===== src/rtl/conditional_select.sv =====
// -----------------------------------------------------------------------------
// conditional_select
//
// Per-cycle data selector with a start delay and a registered output pipeline.
// A run pulse arms the block. It then waits delay0 running cycles, and then
// LATENCY more running cycles while the pipeline fills. After that, out_valid
// is high on every running cycle. The pipeline keeps shifting during the delay.
// Those early outputs are simply flagged invalid.
//
// Parameters
//   DATA_W   width of each data word
//   N_IN     number of data inputs (2..16)
//   LATENCY  output pipeline depth in cycles (1..4)
//   DELAY_W  width of the start-delay counter
//
// Ports
//   clk        rising-edge clock
//   rst        asynchronous active-low reset
//   running    advance enable; 0 freezes all state
//   run        single-cycle start pulse (loads delay, clears fill and hold)
//   mode       0 SELECT, 1 MIN, 2 MAX, 3 HOLD
//   delay0     cycles to wait after run before results count as valid
//   sel        selector for SELECT (low bits) and HOLD (bit 0)
//   in_data    packed inputs, in[k] = in_data[k*DATA_W +: DATA_W]
//   out0       result, LATENCY running cycles after its inputs were sampled
//   out_valid  out0 was computed from post-delay inputs
// -----------------------------------------------------------------------------
module conditional_select #(
    parameter int DATA_W  = 32,
    parameter int N_IN    = 4,
    parameter int LATENCY = 1,
    parameter int DELAY_W = 32
) (
    input  logic                     clk,
    input  logic                     rst,
    input  logic                     running,
    input  logic                     run,
    input  logic [1:0]               mode,
    input  logic [DELAY_W-1:0]       delay0,
    input  logic [31:0]              sel,
    input  logic [N_IN*DATA_W-1:0]   in_data,
    output logic [DATA_W-1:0]        out0,
    output logic                     out_valid
);

    localparam int IDX_W  = $clog2(N_IN);
    localparam int FILL_W = $clog2(LATENCY + 1);
    localparam logic [FILL_W-1:0] FILL_FULL = FILL_W'(LATENCY);

    typedef enum logic [1:0] {
        MODE_SELECT = 2'd0,
        MODE_MIN    = 2'd1,
        MODE_MAX    = 2'd2,
        MODE_HOLD   = 2'd3
    } mode_e;

    // IDLE until the first run pulse, so that a free-running enable after
    // reset cannot fill the pipeline and raise out_valid on its own.
    typedef enum logic {
        ST_IDLE   = 1'b0,
        ST_ACTIVE = 1'b1
    } state_e;

    state_e              state_q, state_d;
    logic [DELAY_W-1:0]  cnt_q, cnt_d;
    logic [FILL_W-1:0]   fill_q, fill_d;
    logic [DATA_W-1:0]   hold_q, hold_d;
    logic [DATA_W-1:0]   pipe_q [LATENCY];
    logic [DATA_W-1:0]   in_w   [N_IN];
    logic [DATA_W-1:0]   result;
    logic [DATA_W-1:0]   sel_word;
    logic [IDX_W-1:0]    idx;

    // Upper selector bits are only meaningful to other users of sel.
    logic unused_sel;
    assign unused_sel = ^sel[31:IDX_W];

    assign idx = sel[IDX_W-1:0];

    always_comb begin
        for (int k = 0; k < N_IN; k++) begin
            in_w[k] = in_data[k*DATA_W +: DATA_W];
        end
    end

    // An index that is not a power of two can point past the last input.
    // The loop leaves sel_word at zero in that case.
    always_comb begin
        sel_word = '0;
        for (int k = 0; k < N_IN; k++) begin
            if (idx == IDX_W'(k)) begin
                sel_word = in_w[k];
            end
        end
    end

    // HOLD reports the hold register's next value. A run pulse clears it
    // even in the same cycle.
    always_comb begin
        hold_d = hold_q;
        if (run) begin
            hold_d = '0;
        end else if (running && mode_e'(mode) == MODE_HOLD && sel[0]) begin
            hold_d = in_w[0];
        end
    end

    // Ties go to in[0], so in[1] wins only on a strict compare.
    always_comb begin
        // NOTE: every output of a combinational block gets a default first, so no path can infer a latch.
        result = '0;
        case (mode_e'(mode))
            MODE_SELECT: result = sel_word;
            MODE_MIN:    result = ($signed(in_w[1]) < $signed(in_w[0])) ? in_w[1] : in_w[0];
            MODE_MAX:    result = ($signed(in_w[1]) > $signed(in_w[0])) ? in_w[1] : in_w[0];
            MODE_HOLD:   result = hold_d;
            default:     result = '0;
        endcase
    end

    // Next-state logic for the delay/fill sequencing. run takes priority.
    always_comb begin
        state_d = state_q;
        cnt_d   = cnt_q;
        fill_d  = fill_q;
        if (run) begin
            state_d = ST_ACTIVE;
            cnt_d   = delay0;
            fill_d  = '0;
        end else if (running && state_q == ST_ACTIVE) begin
            if (cnt_q != '0) begin
                cnt_d = cnt_q - 1'b1;
            end else if (fill_q != FILL_FULL) begin
                fill_d = fill_q + 1'b1;
            end
        end
    end

    // NOTE: sequential state uses non-blocking assignments, so every register samples pre-edge values.
    always_ff @(posedge clk or negedge rst) begin
        if (!rst) begin
            state_q <= ST_IDLE;
            cnt_q   <= '0;
            fill_q  <= '0;
            hold_q  <= '0;
        end else begin
            state_q <= state_d;
            cnt_q   <= cnt_d;
            fill_q  <= fill_d;
            hold_q  <= hold_d;
        end
    end

    // NOTE: the pipeline array is reset, because out0 must read zero while reset is held.
    always_ff @(posedge clk or negedge rst) begin
        if (!rst) begin
            for (int i = 0; i < LATENCY; i++) begin
                pipe_q[i] <= '0;
            end
        end else if (running) begin
            pipe_q[0] <= result;
            for (int i = 1; i < LATENCY; i++) begin
                pipe_q[i] <= pipe_q[i-1];
            end
        end
    end

    assign out0      = pipe_q[LATENCY-1];
    assign out_valid = running && (state_q == ST_ACTIVE) && (cnt_q == '0) && (fill_q == FILL_FULL);

endmodule


===== config.mk =====
export PLATFORM = sky130hd
export DESIGN_NAME = conditional_select
export DESIGN_NICKNAME = d
export VERILOG_FILES = /design/src/rtl/conditional_select.sv
export SDC_FILE = /design/constraint.sdc
export NUM_CORES = 1
export LEC_CHECK = 0
export ABC_AREA = 1
export BUFFER_PORTS_ARGS = -buffer_cell sky130_fd_sc_hd__buf_2
export CORE_MARGIN = 2
export CORE_UTILIZATION = 55
export CTS_BUF_LIST = sky130_fd_sc_hd__clkbuf_2
export DETAILED_ROUTE_END_ITERATION = 8
export PLACE_DENSITY = 0.9
export SYNTH_ARGS = -nofsm -noshare
export SYNTH_HDL_FRONTEND = slang
export SYNTH_SLANG_ARGS = --single-unit

===== constraint.sdc =====
create_clock -name clk -period 2.4 [get_ports clk]
set_clock_uncertainty 0.15 [all_clocks]
set_input_delay 0.12 -clock clk [delete_from_list [all_inputs] [get_ports clk]]
set_output_delay 0.12 -clock clk [all_outputs]
set_load 0.005 [all_outputs]

==> results by group, run 1 <==
Status
  – Status: aborted with a tool error
  – Last stage: 5_1_grt
  – Error: [ERROR GRT-0232] Routing congestion too high. Check the congestion heatmap in the GUI.

Clocking
  – Clk Tree Root Cell: clkbuf_2
  – Total CTS buffers: 9
  – Clock sinks: 98
  – Clock Path Buffers: 2
  – Depth of the CTS H-tree: 3

Logic synthesis
  – Area contributors post-synth: dfrtp_1 30%, nand2_1 11%, nand3_1 10%
  – Cell taking the most area after synthesis: dfrtp_1
  – Primary FF master, synth: dfrtp_1
  – Top-area cell type share of the netlist area: 30.02%
  – Post-synth cell types: 45
  – Syn. warnings: 0
  – Syn Inst Count: 1,209
  – Seq cells post-synth: 98
  – Net Count, Synth: 1,440
  – Post-synth EDFFs: 0
  – Ys async rst share: 100.0%
  – Syn Area/Cell: 6.758 sq um
  – Syn Std Cell Area: 8170 sq um
  – Post-synthesis sequential area ratio: 30.02%

Placement
  – DPL Wire Length: 19,450 um
  – GP Congestion: 0.9148
  – Port-buffer cells: 200
  – Pre-CTS setup slack: -0.02991 ns
  – Area after DPL: 9728 sq um

GRT
  – Global-route congestion overflow total: 21
  – Tot GR Track Use: 73.46%
  – Largest net degree at the start of global routing: 49

Floorplanning
  – FP Rows: 44
  – Die Span X: 125.9 um
  – Initial core utilization: 56.22%
  – IO Pins: 231
  – Height of the die: 125.9 um

Timing
  – Worst endpoint after global-route timing repair: out_valid
  – Worst EP kind: top-level output
[kinds of logic after synthesis]
family	count (synthesis)	share of synthesized area [%]
fa+ha+maj	33	5.054
xor+xnor	18	1.930
compound gates	229	16.86
simple gates	583	34.04
buf+inv	248	12.10
flops	98	30.02
[routing by layer]
metal	overflow	global-route usage (%)
met1	0	74.47
met2	13	89.72
met3	0	61.26
met4	7	67.49
met5	1	20.12
[synth_stat cells, types with 12 or more instances]
master       n
o22ai_1     24
o21ai_0     51
clkbuf_1    40
or2_2       34
inv_2       18
a21oi_1     91
nand3_1    171
xor2_1      12
a221o_1     18
inv_1      149
nand2_1    240
dfrtp_1     98
ha_1        33
nor2_1      60
o2111ai_1   14
nand4_1     37
buf_2       22
[through the flow]
step | TNS [ns] | std cells
after floorplan | 0 | 1209
after global placement | 0 | 1589
after detailed placement | -0.1605 | 1589
after CTS | -0.6241 | 1823
[what timing repair did]
action,4_1_cts
setup buffers,7
endpoints found under the hold margin,196
pin swaps,5
hold buffers,211
endpoints found under the setup margin,1
resized for setup,8
==> inputs of run 2 (changes only) <==
--- a/config.mk
+++ b/config.mk
@@ -8,10 +8,9 @@
 export ABC_AREA = 1
 export BUFFER_PORTS_ARGS = -buffer_cell sky130_fd_sc_hd__buf_2
 export CORE_MARGIN = 2
-export CORE_UTILIZATION = 55
-export CTS_BUF_LIST = sky130_fd_sc_hd__clkbuf_2
+export CORE_UTILIZATION = 40
 export DETAILED_ROUTE_END_ITERATION = 8
-export PLACE_DENSITY = 0.9
+export PLACE_DENSITY_LB_ADDON = 0.15
 export SYNTH_ARGS = -nofsm -noshare
 export SYNTH_HDL_FRONTEND = slang
 export SYNTH_SLANG_ARGS = --single-unit
==> run 2 against run 1 <==
Against the previous run:
- the flow now finishes, with violations (negative setup slack)
- synthesized cell count unchanged
- area after synthesis unchanged
==> results by group, run 2 <==
Logic synthesis
  – Post-synth EDFFs: 0 (unchanged)
  – Area contributors post-synth: dfrtp_1 30%, nand2_1 11%, nand3_1 10%
  – Seq cells post-synth: 98 (unchanged)
  – Post-synthesis sequential area ratio: 30.02% (unchanged)
  – Net Count, Synth: 1,440 (unchanged)
  – Syn Area/Cell: 6.758 sq um (unchanged)
  – Syn Std Cell Area: 8170 sq um (unchanged)
  – Synth cell count leaders: 240 x nand2_1, 171 x nand3_1, 149 x inv_1
  – Syn. warnings: 0 (unchanged)
  – Most common cell in the netlist: nand2_1
  – Ys async rst share: 100.0% (unchanged)
  – Top-area cell type share of the netlist area: 30.02% (unchanged)
  – Primary FF master, synth: dfrtp_1
  – Cell taking the most area after synthesis: dfrtp_1
  – Syn Inst Count: 1,209 (unchanged)
  – Post-synth cell types: 45 (unchanged)

Layout
  – ANT cells: 0
  – Most common cell after layout, fill and taps aside: nand2_1
  – Fin nets: 1,733
  – Fillcell total: 2,005
  – Share of post-route cells with drive strength above 1: 28.40%
  – Area delta synth->final: 36.13%
  – Final Util: 55.14%
  – Commonest cells after routing, fill and taps aside: 235 x nand2_1, 197 x buf_2, 167 x nand3_1, 145 x inv_1, 98 x dfrtp_1

Clocking
  – Clk_lat worst skew: 0.37 ns
  – Clk Tree Root Cell: clkbuf_16
  – TritonCTS clock tree: yes
  – Depth of the CTS H-tree: 3 (unchanged)
  – Clock Path Buffers: 2 (unchanged)
  – Clock sinks: 98 (unchanged)
  – Total CTS buffers: 9 (unchanged)
  – Worst-path clk slew: 0.08 ns

Setup path
  – RR Endpoint: cnt_q[27]
  – Crit path depth: 14
  – CP most frequent cell: nor2_4
  – Worst path slowest cell: dfrtp_1
  – CP max FO: 2
  – CP max stage delay: 0.40 ns
  – CP bufs+invs: 3
  – Worst path cell trace: inv_2 > ha_4 > nand2_4 > nor2_4 > inv_2 > nor2_4 > nand2_2 > nor2_4 > nand4_4 > nor2_4 > nand2_2 > or3b_4 > nor2_1 > buf_2
  – Worst Setup End Kind: primary output
  – CP startpoint: cnt_q[0]
  – Startpoint Class: flip-flop
  – R2R Path Start: cnt_q[1]
  – WP data arrival: 2.35 ns
  – Crit path max-delay family: simple AND/OR/NAND/NOR gates
  – WP data required: 2.13 ns
  – Critical path type: flip-flop to primary output
  – R2r worst-path depth: 15
  – Reg-to-reg setup timing slack: 0.09 ns
  – Worst setup path end: out_valid

Timing
  – Min cycle time layout: 2.623 ns
  – Final Hold Vio Count: 0
  – Final setup viols: 1
  – RSZ-0062 raised after global routing: true
  – Worst slew pin tran: 0.9207 ns
  – Setup TNS: -0.2233 ns
  – Fmax: 0.3812 GHz
  – Period utilization: 109.3%
  – Fin worst setup slack: -0.2233 ns
  – Final Slew Violations: 0
  – Hold Worst Slack: 0.01149 ns
  – Worst slew margin: 38.24%

Floorplanning
  – Initial core utilization: 40.51% (-16 points)
  – Placeable Area: 20,170 sq um
  – IO Pins: 231 (unchanged)
  – Die area: 21,590 sq um
  – Height of the die: 146.9 um (+17%)
  – Die Span X: 146.9 um (+17%)
  – FP Rows: 52 (+18%)

Status
  – Failing checks: negative setup slack
  – Status: finished, violations left

Pwr
  – Power Density: 480.5 nW/um^2
  – Pint: 0.003398 W
  – Register share of total power: 35.9%
  – VDD IR-drop max: 0.3628 mV
  – Leakage power: 5.724 nW
  – Sw Share: 36.41%
  – Logic gate share of total power: 35.8%
  – Psw: 0.001946 W
  – Clk pwr share: 28.2%

Placement
  – Port-buffer cells: 200 (unchanged)
  – GP Congestion: 0.8476 (-7.3%)
  – DPL Wire Length: 21,080 um (+8.4%)

Run
  – Max cap viols: 0

GRT
  – Largest net degree at the start of global routing: 41
  – Global-route congestion overflow total: 0
  – First-pass GRT wire length: 46,870 um
  – Vias in the first global route: 9,135
  – Initial antenna violation count: 1
  – Tot GR Track Use: 27.11%

Routing
  – Drt pass-1 iters: 5
  – Remaining DRCs: 0
  – Final WL: 29,750 um
  – Number of routed nets with antenna violations: 0
  – Total number of vias: 9,382
  – WL/cell: 16.74 um
  – Iteration-0 DRC Markers: 589
  – Vias per inst: 5.280

Min path
  – Min-delay src: in_data[3]
  – Worst Hold Class: input pin to flip-flop
run 2: cell counts after synthesis:
No cell type changed its count.
run 2: power groups by stage:
stage          registers [W]  clock network, W  logic (W)
2_1_floorplan        0.00194                 0   0.000991
3_3_place_gp         0.00195                 0    0.00168
3_5_place_dp         0.00195                 0    0.00171
4_1_cts              0.00192           0.00155    0.00179
5_1_grt              0.00194           0.00161    0.00211
6_report             0.00192           0.00151    0.00191
run 2: timing repair:
| action | 4_1_cts | 5_1_grt |
|---|---|---|
| resized for setup | 7 | 29 |
| hold buffers | 46 | 0 |
| setup buffers | 3 | 12 |
| hold endpoints to repair | 83 | 0 |
| pin swaps | 3 | 17 |
| endpoints found under the setup margin | 1 | 36 |
| gates cloned | 0 | 3 |
run 2: per-stage QoR:
stage | worst slack, ns | instance area [sq um] | std cells | power (W)
4_1_cts | -0.3071 | 10840 | 1764 | 0.005258
2_1_floorplan | 0.1935 | 8170 | 1209 | 0.002928
6_report | -0.2233 | 11120 | 1777 | 0.005344
5_1_grt | -0.3179 | 11120 | 1777 | 0.005668
3_3_place_gp | 0.01274 | 10020 | 1699 | 0.003634
3_5_place_dp | -0.003691 | 10020 | 1699 | 0.003657
run 2: cells by family (layout without fill, tap and decap cells):
family,count (synthesis),count (layout),share of synthesized area (%)
xor gates and xnor gates,18,18,1.930
and+or+nand+nor,583,583,34.04
AOI/OAI and AO/OA,229,229,16.86
DFF,98,98,30.02
buffers and inverters,248,546,12.10
adders and majority gates,33,33,5.054
run 2: cell type report:
| type | instances | area (sq um) | area share, % |
|---|---|---|---|
| Clock buffer | 9 | 225.2 | 2.025 |
| Multi-Input combinational cell | 863 | 4851 | 43.62 |
| Timing Repair Buffer | 353 | 2511 | 22.58 |
| Clock inverter | 7 | 77.57 | 0.6975 |
| Tap cell | 270 | 337.8 | 3.037 |
| Sequential cell | 98 | 2452 | 22.05 |
| Inverter | 177 | 666.9 | 5.996 |
run 2: worst min path at each step:
stage	to	cells past startpoint
2_1_floorplan	cnt_q[0]	0
3_3_place_gp	out0[10]	1
3_5_place_dp	out0[10]	1
4_1_cts	hold_q[3]	4
5_1_grt	hold_q[3]	4
6_report	hold_q[3]	4
run 2: routing by layer:
metal,GRT usage (%),wire (um),vias to the layer above
li1,-,-,4634
met3,3.665,1977,41
met4,8.077,514,2
met5,0,7,-
met2,45.05,13920,375
met1,36.97,13330,4330
run 2: worst reg2reg max path, stage by stage, from the launching register on:
cell and delay (ns):
dfrtp_1 0.39, buf_4 0.14, nor2_2 0.16, nand2_1 0.09, nor2_1 0.13, nand2_2 0.10
nor2_2 0.12, nand3_2 0.12, nor2_4 0.16, nand2_1 0.09, nor2_2 0.10, nand2_1 0.11
a21oi_1 0.14, o21ai_1 0.08, nand2_1 0.05, o21ai_1 0.06
(Power assumes the default switching activity.)
==> inputs of run 3 (changes only) <==
--- a/config.mk
+++ b/config.mk
@@ -5,7 +5,6 @@
 export SDC_FILE = /design/constraint.sdc
 export NUM_CORES = 1
 export LEC_CHECK = 0
-export ABC_AREA = 1
 export BUFFER_PORTS_ARGS = -buffer_cell sky130_fd_sc_hd__buf_2
 export CORE_MARGIN = 2
 export CORE_UTILIZATION = 40
==> run 3 against run 2 <==
Against the previous run:
- the run still ends with negative setup slack left
- maximum frequency shrank 7.1%
- design area grew 0.89%
- clock power is essentially flat
- critical endpoint unchanged
- largest power group unchanged
==> results by group, run 3 <==
Status
  – Status: finished, violations left
  – Failing checks: negative setup slack

Setup path
  – CP max FO: 2 (unchanged)
  – CP bufs+invs: 2 (-1)
  – Critical path type: flip-flop to primary output
  – WP data required: 2.13 ns (about the same)
  – Startpoint Class: flip-flop
  – Worst path slowest cell: or4_4
  – Crit path max-delay family: simple AND/OR/NAND/NOR gates
  – CP max stage delay: 0.49 ns (+0.09 ns)
  – Worst path cell trace: or3_4 > or4_4 > or3_4 > buf_6 > nor3_4 > and2_4 > buf_6
  – Worst Setup End Kind: primary output
  – WP data arrival: 2.56 ns (+0.21 ns)

Placement
  – Port-buffer cells: 200 (unchanged)
  – GP Congestion: 0.8264 (-2.5%)
  – DPL Wire Length: 18,910 um (-10%)
  – Pre-CTS setup slack: -0.4028 ns (-0.3992 ns)
  – Area after DPL: 9933 sq um (-0.82%)

Clocking
  – Depth of the CTS H-tree: 3 (unchanged)
  – Clk Tree Root Cell: clkbuf_16
  – TritonCTS clock tree: yes
  – Worst-path clk slew: 0.08 ns (about the same)
  – Total CTS buffers: 9 (unchanged)
  – Clk_lat worst skew: 0.36 ns (about the same)
  – Clock Path Buffers: 2 (unchanged)
  – Clock sinks: 98 (unchanged)

Logic synthesis
  – Area contributors post-synth: dfrtp_1 32%, mux4_2 9.4%, nand2_1 8.2%
  – Top-area cell type share of the netlist area: 31.83% (+1.8 points)
  – Post-synth cell types: 51 (+13%)
  – Synth cell count leaders: 169 x nand2_1, 98 x dfrtp_1, 67 x clkbuf_1
  – Primary FF master, synth: dfrtp_1
  – Seq cells post-synth: 98 (unchanged)
  – Syn. warnings: 0 (unchanged)
  – Syn Area/Cell: 8.411 sq um (+24%)
  – Syn Std Cell Area: 7705 sq um (-5.7%)
  – Syn Inst Count: 916 (-24%)
  – Post-synth EDFFs: 0 (unchanged)
  – Net Count, Synth: 1,147 (-20%)
  – Most common cell in the netlist: nand2_1
  – Post-synthesis sequential area ratio: 31.83% (+1.8 points)
  – Ys async rst share: 100.0% (unchanged)
  – Cell taking the most area after synthesis: dfrtp_1

Timing
  – Setup TNS: -7.930 ns (-7.707 ns)
  – Final Hold Vio Count: 0 (unchanged)
  – Worst slew pin tran: 1.202 ns (+0.2808 ns)
  – Period utilization: 117.7% (+8.4 points)
  – Min cycle time layout: 2.825 ns (+0.2017 ns)
  – Fmax: 0.3540 GHz (-7.1%)
  – Fin worst setup slack: -0.4251 ns (-0.2017 ns)
  – Final Slew Violations: 0 (unchanged)
  – RSZ-0062 raised after global routing: true
  – Final setup viols: 34 (+33)
  – Worst slew margin: 19.81% (-18 points)
  – Hold Worst Slack: 0.01320 ns (+0.001705 ns)

Min path
  – Worst Hold Class: input pin to flip-flop

GRT
  – Initial antenna violation count: 2 (+1)
  – Tot GR Track Use: 26.96% (-0.15 points)
  – First-pass GRT wire length: 43,020 um (-8.2%)
  – Largest net degree at the start of global routing: 48 (+17%)
  – Vias in the first global route: 8,278 (-9.4%)
  – Global-route congestion overflow total: 0 (unchanged)

Floorplanning
  – IO Pins: 231 (unchanged)
  – FP Rows: 50 (-3.8%)
  – Initial core utilization: 40.92% (+0.41 points)
  – Height of the die: 142.8 um (-2.8%)
  – Die area: 20,390 sq um (-5.5%)
  – Placeable Area: 18,830 sq um (-6.6%)
  – Die Span X: 142.8 um (-2.8%)

Routing
  – Total number of vias: 8,451 (-9.9%)
  – Final WL: 28,380 um (-4.6%)
  – Drt pass-1 iters: 6 (+1)
  – Remaining DRCs: 0 (unchanged)
  – Iteration-0 DRC Markers: 690 (+17%)
  – Vias per inst: 5.578 (+5.7%)
  – WL/cell: 18.73 um (+12%)
  – Number of routed nets with antenna violations: 0 (unchanged)

Layout
  – Area delta synth->final: 45.63%
  – Share of post-route cells with drive strength above 1: 37.35% (+8.9 points)
  – Cell area after layout: 11,220 sq um (+0.89%)
  – Most common cell after layout, fill and taps aside: buf_2
  – Fin nets: 1,479 (-15%)
  – Commonest cells after routing, fill and taps aside: 198 x buf_2, 169 x nand2_1, 134 x buf_4, 98 x dfrtp_1, 62 x a31oi_1

Pwr
  – Power, Total: 0.005168 W (-3.3%)
  – Power Density: 460.6 nW/um^2 (-4.1%)
  – VDD IR-drop max: 0.3237 mV (-11%)
  – Leakage power: 4.953 nW (-13%)

Run
  – Max cap viols: 0 (unchanged)
run 3: cell count changes in the layout (fill, tap and decap cells not counted), sizes merged, moves of 27 or more:
cell	previous run	this run
nand3	176	7
inv	169	38
nand2	248	169
a31oi	3	62
a21oi	92	42
buf	304	354
and2	0	35
a211oi	1	33
mux4	0	32
or2	35	3
o211ai	4	34
nor2	74	47
run 3: repair_timing:
| item | in CTS | in global routing |
|---|---|---|
| pin swaps | 12 | 27 |
| setup buffers | 6 | 8 |
| cloned | 0 | 6 |
| gates resized for setup | 28 | 47 |
| hold buffers | 44 | 0 |
| hold endpoints to repair | 116 | 0 |
| setup endpoints to repair | 58 | 66 |
run 3: routing by layer:
layer	wire, um	track usage (%)	share of wire [%]	up-vias
met5	0	0	0	-
met4	683	10.63	2.4	0
met3	1780	3.085	6.3	44
met2	13690	44.46	48	351
met1	12230	36.36	43	4023
li1	-	-	-	4033
run 3: report_power, final:
part           switching [W]  total (W)  internal [W]
combinational       0.000895    0.00175      0.000858
sequential          0.000100    0.00190       0.00180
clock               0.000711    0.00152      0.000808
total                0.00171    0.00517       0.00346
run 3: final timing paths:
| path | startpoint | end | slack (ns) | depth (start not counted) |
|---|---|---|---|---|
| max in group asynchronous | rst | hold_q[27] | 1.28 | 3 |
| worst max-delay path | cnt_q[21] | out_valid | -0.43 | 7 |
| worst max register to register | cnt_q[21] | cnt_q[7] | -0.37 | 9 |
| worst min register to register | state_q | state_q | 0.35 | 1 |
| min in group asynchronous | rst | cnt_q[18] | 0.07 | 2 |
| worst min-delay path | in_data[2] | hold_q[2] | 0.01 | 4 |
run 3: cell type report:
cell class	count	area, sq um
well taps	260	325.3
clock buffers	9	225.2
repair buffers	403	2897
diodes	2	5.005
inverters	38	142.6
flip-flops and latches	98	2452
multi-input cells	698	5104
clock inverters	7	70.07
fillers	1697	7610
run 3: worst min-delay path: stages:
cell and delay, ns:
buf_2 0.10, buf_4 0.14, nand2_1 0.05, a21oi_1 0.07
run 3: logic make-up after synthesis:
group	synth area share [%]
DFF	31.83
and+or+nand+nor	21.87
buffers and inverters	6.106
muxes	9.354
adders and majority gates	5.359
AOI/OAI and AO/OA	21.96
xor gates and xnor gates	3.524
run 3: stage by stage:
step | instances | util (%)
finish | 1515 | 59.59
global route | 1515 | 59.59
CTS | 1502 | 57.49
floorplan | 916 | -
global placement | 1436 | 52.75
detailed placement | 1436 | 52.75
==> inputs of run 4 (changes only) <==
--- a/config.mk
+++ b/config.mk
@@ -6,6 +6,7 @@
 export NUM_CORES = 1
 export LEC_CHECK = 0
 export BUFFER_PORTS_ARGS = -buffer_cell sky130_fd_sc_hd__buf_2
+export CORE_ASPECT_RATIO = 0.8
 export CORE_MARGIN = 2
 export CORE_UTILIZATION = 40
 export DETAILED_ROUTE_END_ITERATION = 8
==> run 4 against run 3 <==
Against the previous run:
- the run still ends with negative setup slack left
- flip-flop and latch count is the same
- global-route usage grew 0.085 points
- clock power is essentially flat
- sequential power is essentially flat
- wire length grew 1.3%
- design area grew 1.1%
- worst hold slack lost 0.0038 ns
- die area is essentially flat
- combinational power grew 4%
- critical path depth grew 2
- via count grew 0.97%
- register-to-register slack gained 0.04 ns
- critical endpoint is now cnt_q[5]
- highest routed layer unchanged
==> results by group, run 4 (synthesized netlist as in run 3, its figures left out) <==
Setup path
  – R2R Path Start: cnt_q[22]
  – Startpoint Class: flip-flop
  – WP data required: 2.48 ns (+0.35 ns)
  – Worst setup path end: cnt_q[5]
  – WP data arrival: 2.81 ns (+0.25 ns)
  – CP max FO: 4 (+2)
  – CP startpoint: cnt_q[22]
  – RR Endpoint: cnt_q[5]
  – Worst Setup End Kind: flip-flop
  – Reg-to-reg setup timing slack: -0.33 ns (+0.04 ns)
  – R2r worst-path depth: 9 (unchanged)
  – Critical path type: flip-flop to flip-flop

Min path
  – Worst Hold Class: input pin to flip-flop

GRT
  – GR met2 Demand/Resource: 41.30% (-3.2 points)
  – Initial antenna violation count: 1 (-1)
  – Global-route met3 utilization: 5.467% (+2.4 points)
  – Largest net degree at the start of global routing: 45 (-6.3%)
  – Tot GR Track Use: 27.05% (+0.085 points)
  – Vias in the first global route: 8,017 (-3.2%)
  – First-pass GRT wire length: 43,900 um (+2.1%)
  – Global-route congestion overflow total: 0 (unchanged)
  – GR peak layer: met2
  – M1 GR Usage: 40.02% (+3.7 points)

Placement
  – GP Congestion: 0.8446 (+2.2%)
  – DPL Wire Length: 19,250 um (+1.8%)
  – Port-buffer cells: 200 (unchanged)

Timing
  – Period utilization: 113.6% (-4.1 points)
  – Final Hold Vio Count: 0 (unchanged)
  – RSZ-0062 raised after global routing: true
  – Worst slew margin: 29.41% (+9.6 points)
  – Fin worst setup slack: -0.3257 ns (+0.09935 ns)
  – Min cycle time layout: 2.726 ns (-0.09935 ns)
  – Fmax: 0.3669 GHz (+3.6%)
  – Setup TNS: -6.932 ns (+0.9976 ns)
  – Worst slew pin tran: 1.056 ns (-0.1452 ns)
  – Final Slew Violations: 0 (unchanged)
  – Final setup viols: 33 (-2.9%)

Routing
  – Number of routed nets with antenna violations: 0 (unchanged)
  – Remaining DRCs: 0 (unchanged)
  – Iteration-0 DRC Markers: 922 (+34%)
  – Total number of vias: 8,533 (+0.97%)
  – Drt pass-1 iters: 6 (unchanged)
  – WL/cell: 18.80 um (+0.36%)
  – Vias per inst: 5.581 (about the same)
  – Final WL: 28,750 um (+1.3%)

Layout
  – Most common cell after layout, fill and taps aside: buf_2
  – Area delta synth->final: 47.21%
  – Share of post-route cells with drive strength above 1: 38.03% (+0.68 points)
  – Fin nets: 1,496 (+1.1%)
  – Commonest cells after routing, fill and taps aside: 197 x buf_2, 168 x nand2_1, 155 x buf_4, 98 x dfrtp_1, 62 x a31oi_1

Clocking
  – Worst-path clk slew: 0.08 ns (about the same)
  – Depth of the CTS H-tree: 3 (unchanged)
  – Clk Tree Root Cell: clkbuf_16
  – TritonCTS clock tree: yes
  – Clock Path Buffers: 2 (unchanged)
  – Clk_lat worst skew: 0.36 ns (about the same)
  – Total CTS buffers: 9 (unchanged)
  – Clock sinks: 98 (unchanged)

Floorplanning
  – Initial core utilization: 40.73% (-0.19 points)
  – Placeable Area: 18,920 sq um (+0.46%)
  – IO Pins: 231 (unchanged)
  – Die Span X: 159.2 um (+11%)
  – FP Rows: 45 (-10%)
  – Height of the die: 128.1 um (-10%)
  – Die area: 20,400 sq um (about the same)

Pwr
  – Leakage power: 5.018 nW (+1.3%)
  – VDD IR-drop max: 0.3744 mV (+16%)
  – Power, Total: 0.005232 W (+1.2%)
  – Power Density: 461.3 nW/um^2 (+0.16%)

Status
  – Status: finished, violations left
  – Failing checks: negative setup slack

Run
  – Max cap viols: 0 (unchanged)
## run 4: changes by cell type in the layout (fill, tap and decap cells not counted), sizes merged
cell | previous run | this run
buf | 354 | 368
dlygate4sd3 | 44 | 49
inv | 38 | 41
and3 | 3 | 2
bufinv | 1 | 0
clkbuf | 14 | 13
clkinv | 5 | 4
clkinvlp | 1 | 0
diode | 2 | 1
## run 4: critical path, stage by stage (launching register included)
cell	delay, ns
dfrtp_1	0.38
or3_4	0.39
or4_4	0.48
or3_4	0.37
buf_6	0.16
o211ai_4	0.26
buf_6	0.16
nor2_2	0.04
xnor2_1	0.13
o21ai_1	0.08
## run 4: where the power goes
group / total (W) / switching [W] / internal (W)
combinational: 0.00182 / 0.000927 / 0.000889
clock: 0.00153 / 0.000783 / 0.000745
sequential: 0.00189 / 0.0000933 / 0.00179
total: 0.00523 / 0.00180 / 0.00343
## run 4: layout make-up
class | instances | area (sq um)
Timing Repair Buffer | 421 | 2999
Clock buffer | 9 | 225.2
Multi-Input combinational cell | 697 | 5116
Antenna cell | 1 | 2.502
Clock inverter | 7 | 81.33
Inverter | 38 | 142.6
Sequential cell | 98 | 2452
Tap cell | 258 | 322.8
Fill cell | 1706 | 7576
## run 4: per-stage QoR
stage / instances / utilization, % / setup slack, ns / hold slack, ns / area [sq um]
floorplan: 916 / - / -0.2524 / -0.3256 / 7737
global placement: 1441 / 52.74 / -0.4274 / -0.06886 / 9978
detailed placement: 1441 / 52.74 / -0.5300 / -0.07314 / 9978
CTS: 1510 / 57.82 / -0.3341 / 0.0001990 / 10940
global route: 1529 / 59.95 / -0.3857 / 0.01576 / 11340
finish: 1529 / 59.95 / -0.3257 / 0.009444 / 11340
## run 4: worst min path at each step
stage                 from  slack (ns)    endpoint  cells after the start
2_1_floorplan          rst       -0.33    cnt_q[0]                      0
3_3_place_gp           rst       -0.07   cnt_q[14]                      1
5_1_grt         in_data[6]        0.02   hold_q[6]                      4
6_report       in_data[16]       0.009  hold_q[16]                      4
3_5_place_dp           rst       -0.07   cnt_q[14]                      1
4_1_cts        in_data[16]      0.0002  hold_q[16]                      4
## run 4: what timing repair did
item,4_1_cts,5_1_grt
hold buffers,49,0
endpoints found under the setup margin,66,66
pin swaps,11,28
cloned,0,4
endpoints found under the hold margin,119,0
buffers inserted,4,14
gates resized for setup,38,33
## run 4: routing by layer
layer / part of all wire (%) / up-vias
met5: 0 / -
met4: 0.61 / 0
met3: 8.2 / 17
met2: 45 / 404
met1: 47 / 4046
li1: - / 4066
